**src/rtl/pipe_pkg.sv**
```systemverilog
// pipe_pkg: shared FSM states, forward-select codes and default register address width.
package pipe_pkg;
  localparam int REG_ADDR_W = 5;
  typedef enum logic [1:0] {
    RUN      = 2'd0,
    MEM_WAIT = 2'd1,
    ERR      = 2'd2
  } state_t;
  localparam logic [1:0] FWD_RF    = 2'b00;
  localparam logic [1:0] FWD_EXMEM = 2'b10;
  localparam logic [1:0] FWD_MEMWB = 2'b01;
endpackage

```
**src/rtl/pipe_hazard_ctrl_fwd_unit.sv**
```systemverilog
// pipe_fwd_unit: combinational ALU operand forward select; EX/MEM beats MEM/WB, r0 never forwards.
module pipe_fwd_unit
  import pipe_pkg::*;
#(
  parameter int W = 5
) (
  input  logic [W-1:0] ex_rs,
  input  logic [W-1:0] ex_rt,
  input  logic         mem_reg_w,
  input  logic [W-1:0] mem_wr_reg,
  input  logic         wb_reg_w,
  input  logic [W-1:0] wb_wr_reg,
  output logic [1:0]   fwd_a,
  output logic [1:0]   fwd_b
);
  function automatic logic [1:0] sel(input logic [W-1:0] r, input logic mw, input logic [W-1:0] md,
                                     input logic ww, input logic [W-1:0] wd);
    return (mw && md != '0 && md == r) ? FWD_EXMEM :
           (ww && wd != '0 && wd == r) ? FWD_MEMWB : FWD_RF;
  endfunction
  assign fwd_a = sel(ex_rs, mem_reg_w, mem_wr_reg, wb_reg_w, wb_wr_reg);
  assign fwd_b = sel(ex_rt, mem_reg_w, mem_wr_reg, wb_reg_w, wb_wr_reg);
endmodule

```
**src/rtl/pipe_hazard_ctrl.sv**
```systemverilog
// pipe_hazard_ctrl: 5-stage pipeline hazard sequencer (RAW stall/forward, branch flush, dmem freeze + watchdog).
// PIPE_HAZARD_FWD_EN enables forwarding; without it every RAW match stalls until the writer leaves WB.
module pipe_hazard_ctrl #(
  parameter int REG_ADDR_W  = pipe_pkg::REG_ADDR_W,
  parameter int MEM_TIMEOUT = 16
) (
  input  logic                  clk,
  input  logic                  rst,
  input  logic [REG_ADDR_W-1:0] id_rs,
  input  logic [REG_ADDR_W-1:0] id_rt,
  input  logic                  id_uses_rt,
  input  logic [REG_ADDR_W-1:0] ex_rs,
  input  logic [REG_ADDR_W-1:0] ex_rt,
  input  logic                  ex_reg_w,
  input  logic                  ex_mem_r,
  input  logic [REG_ADDR_W-1:0] ex_wr_reg,
  input  logic                  mem_reg_w,
  input  logic                  mem_mem_r,
  input  logic                  mem_mem_w,
  input  logic [REG_ADDR_W-1:0] mem_wr_reg,
  input  logic                  mem_branch_taken,
  input  logic                  wb_reg_w,
  input  logic [REG_ADDR_W-1:0] wb_wr_reg,
  input  logic                  dmem_ready,
  output logic                  pc_we,
  output logic                  ifid_we,
  output logic                  ifid_flush,
  output logic                  idex_flush,
  output logic                  exmem_flush,
  output logic                  exmem_we,
  output logic                  memwb_we,
  output logic [1:0]            fwd_a,
  output logic [1:0]            fwd_b,
  output logic                  mem_wait,
  output logic                  mem_err
);
  import pipe_pkg::*;
  localparam int CW = MEM_TIMEOUT > 0 ? $clog2(MEM_TIMEOUT + 1) : 1;
  state_t state;
  logic [CW-1:0] wait_cnt;
  logic mem_acc, frz, load_use, stall;
  function automatic logic id_hit(input logic [REG_ADDR_W-1:0] w, input logic [REG_ADDR_W-1:0] rs,
                                  input logic [REG_ADDR_W-1:0] rt, input logic use_rt);
    return w != '0 && (w == rs || (use_rt && w == rt));
  endfunction
  assign mem_acc  = mem_mem_r | mem_mem_w;
  assign frz      = (mem_acc & ~dmem_ready) | (state == ERR);
  assign load_use = ex_mem_r & id_hit(ex_wr_reg, id_rs, id_rt, id_uses_rt);
`ifdef PIPE_HAZARD_FWD_EN
  logic unused;
  assign unused = ex_reg_w;
  assign stall  = load_use;
  pipe_fwd_unit #(.W(REG_ADDR_W)) u_fwd (
    .ex_rs(ex_rs),
    .ex_rt(ex_rt),
    .mem_reg_w(mem_reg_w),
    .mem_wr_reg(mem_wr_reg),
    .wb_reg_w(wb_reg_w),
    .wb_wr_reg(wb_wr_reg),
    .fwd_a(fwd_a),
    .fwd_b(fwd_b)
  );
`else
  logic unused;
  assign unused = ^{ex_rs, ex_rt};
  assign stall  = load_use
                | (ex_reg_w  & id_hit(ex_wr_reg,  id_rs, id_rt, id_uses_rt))
                | (mem_reg_w & id_hit(mem_wr_reg, id_rs, id_rt, id_uses_rt))
                | (wb_reg_w  & id_hit(wb_wr_reg,  id_rs, id_rt, id_uses_rt));
  assign fwd_a  = FWD_RF;
  assign fwd_b  = FWD_RF;
`endif
  // a taken branch overrides any stall; a freeze overrides both, deferring the flush to release
  assign pc_we       = ~frz & (mem_branch_taken | ~stall);
  assign ifid_we     = ~frz & (mem_branch_taken | ~stall);
  assign ifid_flush  = ~frz & mem_branch_taken;
  assign idex_flush  = ~frz & (mem_branch_taken | stall);
  assign exmem_flush = ~frz & mem_branch_taken;
  assign exmem_we    = ~frz;
  assign memwb_we    = ~frz;
  assign mem_wait    = state == MEM_WAIT;
  always_ff @(posedge clk) begin
    if (rst) begin
      state    <= RUN;
      wait_cnt <= '0;
      mem_err  <= 1'b0;
    end else begin
      case (state)
        RUN:
          if (mem_acc & ~dmem_ready) begin
            state    <= MEM_WAIT;
            wait_cnt <= CW'(1);
          end
        MEM_WAIT:
          if (dmem_ready) begin
            state    <= RUN;
            wait_cnt <= '0;
          end else if (MEM_TIMEOUT > 0 && wait_cnt == CW'(MEM_TIMEOUT)) begin
            state   <= ERR;
            mem_err <= 1'b1;
          end else begin
            wait_cnt <= wait_cnt + CW'(1);
          end
        default: ;
      endcase
    end
  end
endmodule

```
**config.mk**
```make
export PLATFORM = sky130hd
export DESIGN_NAME = pipe_hazard_ctrl
export DESIGN_NICKNAME = d
export VERILOG_FILES = /design/src/rtl/pipe_pkg.sv /design/src/rtl/pipe_hazard_ctrl_fwd_unit.sv /design/src/rtl/pipe_hazard_ctrl.sv
export SDC_FILE = /design/constraint.sdc
export NUM_CORES = 1
export LEC_CHECK = 0
export CAP_MARGIN = 15
export CORE_MARGIN = 2
export CORE_UTILIZATION = 36
export CTS_CLUSTER_DIAMETER = 50
export DETAILED_ROUTE_END_ITERATION = 8
export PLACE_DENSITY = 0.81
export SLEW_MARGIN = 20
export SYNTH_ARGS = -nofsm -noshare
export SYNTH_HDL_FRONTEND = slang
export SYNTH_HIERARCHICAL = 1
export SYNTH_SLANG_ARGS = --single-unit
```
**constraint.sdc**
```tcl
create_clock -name clk -period 2.4 [get_ports clk]
set_clock_uncertainty 0.05 [all_clocks]
set_input_delay 0.48 -clock clk [delete_from_list [all_inputs] [get_ports clk]]
set_output_delay 0.48 -clock clk [all_outputs]
set_load 0.005 [all_outputs]
```
# After elaboration in Yosys (flattened, before gate mapping)
# Cells that the tools add are included.
[totals]
ff_bits = 8
latch_bits = 0
mem_bits_rw = 0
mem_bits_ro = 0
in_bits = 46
elab_cells = 59
mem_count = 0
[op_classes]
addsub = 1
n_mul = 0
div = 0
order_cmp = 0
n_eq_ne = 12
n_shift = 0
mux = 8
bitwise = 18
reduce_logical = 17
[ops]
columns = ["operator", "count"]
rows = [
  ["$eq 5x5->1", 6],
  ["$mux 5", 3],
  ["$reduce_bool 5->1", 3],
  ["$pmux 5 s2", 1],
  ["$reduce_and 3->1", 3],
  ["$and 1x1->1", 8],
  ["$or 1x1->1", 7],
  ["$logic_and 1x1->1", 6],
  ["$mux 2", 3],
  ["$add 5x1->5 const B", 1],
  ["$eq 5x5->1 const B", 1],
  ["$pmux 2 s2", 1],
  ["$logic_or 1x1->1", 3],
  ["$ne 3x2->1 const B", 1],
  ["$ne 3x3->1 const B", 1],
  ["$not 1->1", 3],
  ["$eq 2x1->1 const B", 1],
  ["$eq 2x2->1 const B", 1],
  ["$logic_not 2->1", 1],
  ["$ne 2x2->1 const B", 1],
  ["$reduce_bool 2->1", 1],
]

# Longest topological paths before layout
[depth]
word_depth = 11
ltp_mapped = 7
depth_no_buf = 7

# Worst setup path after synthesis
# OpenSTA, ideal clock, no wires.
[synth_timing]
path_type = "input to output"
startpoint = "input ex_wr_reg[1]"
endpoint = "output pc_we"
t_arrival_ns = 1.675
slack_ns = 0.195
stages = 5
path_cell_list = "or4_1 -> o22ai_1 -> o22ai_1 -> o31ai_1 -> buf_4"
[synth_between]
elab_chain_cells = 11
word_cells_on_any_way = 14
cone_classes = "eq/ne (2); bitwise (8); reduce/logical (4)"
[synth_rtl]
columns = ["element", "line_no", "text"]
rows = [
  ["start, declared", "pipe_hazard_ctrl.sv:16", "input logic [REG_ADDR_W-1:0] ex_wr_reg,"],
  ["$eq 5x5->1", "pipe_hazard_ctrl.sv:44", "return w != '0 && (w == rs || (use_rt && w == rt));"],
  ["$logic_and 1x1->1", "pipe_hazard_ctrl.sv:44", ""],
  ["$logic_or 1x1->1", "pipe_hazard_ctrl.sv:44", ""],
  ["$logic_and 1x1->1 *", "pipe_hazard_ctrl.sv:44", ""],
  ["$and 1x1->1 (on tied branches)", "pipe_hazard_ctrl.sv:48, pipe_hazard_ctrl.sv:67", ""],
  ["$or 1x1->1 *", "pipe_hazard_ctrl.sv:67", "| (ex_reg_w & id_hit(ex_wr_reg, id_rs, id_rt, id_uses_rt))"],
  ["$or 1x1->1 *", "pipe_hazard_ctrl.sv:68", "| (mem_reg_w & id_hit(mem_wr_reg, id_rs, id_rt, id_uses_rt))"],
  ["$or 1x1->1 *", "pipe_hazard_ctrl.sv:69", "| (wb_reg_w & id_hit(wb_wr_reg, id_rs, id_rt, id_uses_rt));"],
  ["$not 1->1 *", "--", ""],
  ["$or 1x1->1 *", "--", ""],
  ["$and 1x1->1 *", "--", ""],
  ["end, declared", "pipe_hazard_ctrl.sv:25", "output logic pc_we,"],
]
# Every way passes the cells marked *; elsewhere a longest branch is shown, timed or not.

# Final worst setup path
[layout_timing]
startpoint = "input wb_wr_reg[3]"
endpoint = "output idex_flush"
[layout_between]
elab_chain_cells = 8
word_cells_on_any_way = 10
cone_classes = "eq/ne (2); bitwise (4); reduce/logical (4)"
[layout_rtl]
columns = ["element", "line_no", "text"]
rows = [
  ["start, declared", "pipe_hazard_ctrl.sv:23", "input logic [REG_ADDR_W-1:0] wb_wr_reg,"],
  ["$eq 5x5->1", "pipe_hazard_ctrl.sv:44", ""],
  ["$logic_and 1x1->1", "pipe_hazard_ctrl.sv:44", ""],
  ["$logic_or 1x1->1", "pipe_hazard_ctrl.sv:44", ""],
  ["$logic_and 1x1->1 *", "pipe_hazard_ctrl.sv:44", ""],
  ["$and 1x1->1 *", "pipe_hazard_ctrl.sv:69", ""],
  ["$or 1x1->1 *", "pipe_hazard_ctrl.sv:69", ""],
  ["$or 1x1->1 *", "pipe_hazard_ctrl.sv:77", "assign idex_flush = ~frz & (mem_branch_taken | stall);"],
  ["$and 1x1->1 *", "pipe_hazard_ctrl.sv:77", ""],
  ["end, declared", "pipe_hazard_ctrl.sv:28", "output logic idex_flush,"],
]
# Marked as above.

==> impl_metrics.tcl <==
set metrics [dict create \
    status "complete, no violations" \
    path_class "in2out" \
    seq_area_frac_synth_pct 18.0 \
    slew_headroom_pct 66.2 \
    antenna_left 0 \
    first_iter_violations 6 \
    numCtsBuffers 3 \
    pwr-share-comb_pct 45.3 \
    nets 226 \
    seqPwrFrac_pct 31.4 \
    wl_um 2850 \
    p_total_w 0.000445 \
    fill_cells 210 \
    h-tree-depth 1 \
    maxCapViolCount 0 \
    critPathArrivalTime_ns 1.82 \
    grt_start_max_net_pins 9 \
    area_delta_synth_final_pct 63.2 \
    worstSetupEndpointType "output port" \
    core.rowCount 18 \
    cp_top_family "simple AND/OR/NAND/NOR gates" \
    synth_cells 115 \
    finalSetupViolations 0 \
    grt_pass1_wl_um 4280 \
    hpwl_um 2190 \
    die_w_um 53.7 \
    hold_viol_final 0 \
    switching_power_w 0.000143 \
    grt_overflow_total 0 \
    detail_route.wl_per_cell_um 13.8 \
    grtUsageTotal_pct 20.2 \
    switching_share_pct 32.1 \
    path_cells "buf_2 > or4_4 > o21ai_4 > o22ai_2 > o31a_1 > buf_2" \
    final_cell_mix "xor2_1 (28), buf_4 (14), clkbuf_2 (13)" \
    syn_avg_cell_area_um2 7.75 \
    internal-power_w 0.000302 \
    start_util_pct 37.0 \
    dr.pass1.iters 4 \
    power_density_nw_per_um2 306 \
    synth_seq_cells 8 \
    core-area_um2 2410 \
    final_cell_count_no_fill 206 \
    ctsHoldBuffers 0 \
    io_pins 59 \
    irDropWorstVdd_mv 0.305 \
    critPathSlowestCell "or4_4" \
    clk_latency_ns 0.26 \
    num_vias 1047 \
    max_slew.worst_pin.slew_ns 0.501 \
    slowest_delay_ns 0.55 \
    drv_slew 0 \
    grt_pass1_vias 1025 \
    via_per_inst 5.08 \
    post-route-min-period_ns 2.35 \
    diodes 0 \
    yosys_warnings 6 \
    tritoncts "yes" \
    synthesis.area_um2 891 \
    io_buffers 44 \
    min_period_over_period_pct 98.0 \
    yosysUniqueCellTypes 30 \
    cts.sinks 8 \
    crit_fanout 2 \
    die-area_um2 2890 \
    cp_num_buf_inv 2 \
    cp_common_cell "buf_2" \
    p_leak_nw 0.659 \
    grt_antenna_before_repair 0 \
    crit_required_ns 1.87 \
    layout-drive-gt1-share_pct 30.7 \
    drcViolationCount 0 \
    routabilityCongestion 0.863 \
    path_clk_slew_ns 0.05 \
    die_h_um 53.7 \
    max_freq_ghz 0.425 \
    final_common_cell "xor2_1" \
    dp_cells 202 \
    root_buffer "clkbuf_4" \
    p_clk_share_pct 23.3 \
    startpoint_type "input port" \
    clockBufferDepth 2 \
    min_path_type "reg2reg" \
]
[cell families after synthesis]
family,count (synthesis),synth area share [%]
fa+ha+maj,2,2.81
xor+xnor,33,32.4
flops,8,18.0
simple gates,34,20.9
buf+inv,15,9.41
compound gates,22,16.0
other cells,1,0.421
[worst reg2reg max path: stages (launching register included)]
cell and delay (ns):
dfxtp_1 0.35, inv_1 0.07, ha_1 0.16, nand4bb_1 0.13, o21ai_1 0.43, a21oi_1 0.18, xor2_1 0.16, and2_1 0.16
[cells in the mapped netlist, drive strengths merged]
cell type | n | area, µm²
dfxtp | 8 | 160
nor3 | 4 | 20.0
inv | 7 | 26.3
or4 | 3 | 22.5
buf | 8 | 57.6
a21oi | 8 | 40.0
a211oi | 1 | 12.5
xor2 | 28 | 245
a21boi | 1 | 7.51
or3 | 1 | 6.26
nand4bb | 1 | 11.3
o21bai | 1 | 7.51
o31a | 1 | 8.76
and2 | 4 | 25.0
o31ai | 1 | 7.51
xnor2 | 5 | 43.8
nand2b | 1 | 6.26
o21ai | 4 | 20.0
o41ai | 1 | 8.76
a32oi | 2 | 17.5
nor4bb | 1 | 10.0
conb | 1 | 3.75
nand3 | 5 | 25.0
o22ai | 2 | 12.5
nor4 | 3 | 18.8
nor2 | 8 | 30.0
ha | 2 | 25.0
nand2 | 3 | 11.3
[routing by layer]
layer	track usage, %	vias to the layer above	share of wire (%)
li1	-	513	-
met1	20.8	479	38
met2	38.4	47	50
met3	4.17	8	9.7
met4	8.97	0	2.7
met5	0	-	0
[per-stage QoR]
| step | hold WS (ns) | cell area (µm²) | TNS, ns | worst slack [ns] | util, % |
|---|---|---|---|---|---|
| floorplan | 0.410 | 902 | 0 | 0.195 | - |
| global placement | 0.407 | 1460 | -2.48 | -0.660 | 60.5 |
| detailed placement | 0.415 | 1460 | -2.55 | -0.688 | 60.5 |
| CTS | 0.431 | 1480 | 0 | 0.00509 | 61.2 |
| global route | 0.467 | 1450 | -0.0422 | -0.0422 | 60.3 |
| finish | 0.426 | 1450 | 0 | 0.0471 | 60.3 |
[final timing paths]
path	from	endpoint	slack, ns	depth (start not counted)
max	wb_wr_reg[3]	idex_flush	0.05	6
min	mem_err$_SDFFE_PP0P_	mem_err$_SDFFE_PP0P_	0.43	2
max reg2reg	wait_cnt[0]$_SDFFE_PP0P_	wait_cnt[2]$_SDFFE_PP0P_	0.62	7
min reg2reg	mem_err$_SDFFE_PP0P_	mem_err$_SDFFE_PP0P_	0.43	2
[registers in the layout, indices dropped and copies added (netlist names)]
name      flops
mem_err       1
state         2
wait_cnt      5
[power by group through the flow]
stage	registers (W)	logic (W)	clock network, W
2_1_floorplan	0.000142	0.0000832	0
3_3_place_gp	0.000142	0.000204	0
3_5_place_dp	0.000142	0.000209	0
4_1_cts	0.000140	0.000197	0.000105
5_1_grt	0.000140	0.000220	0.000111
6_report	0.000140	0.000202	0.000104
[area by class of cell]
type / count / area (µm²) / area share, %
Inverter: 7 / 26.3 / 1.81
Tap cell: 30 / 37.5 / 2.58
Timing Repair Buffer: 63 / 490 / 33.7
Multi-Input combinational cell: 95 / 717 / 49.3
Clock buffer: 3 / 22.5 / 1.55
Sequential cell: 8 / 160 / 11.0
[what timing repair did]
item | in CTS | in global routing
pin swaps | 14 | 16
setup endpoints to repair | 7 | 3
resized for setup | 67 | 38
setup buffers | 1 | 0
hold endpoints to repair | 0 | 0
No activity file was read; power rests on OpenSTA's default activity.
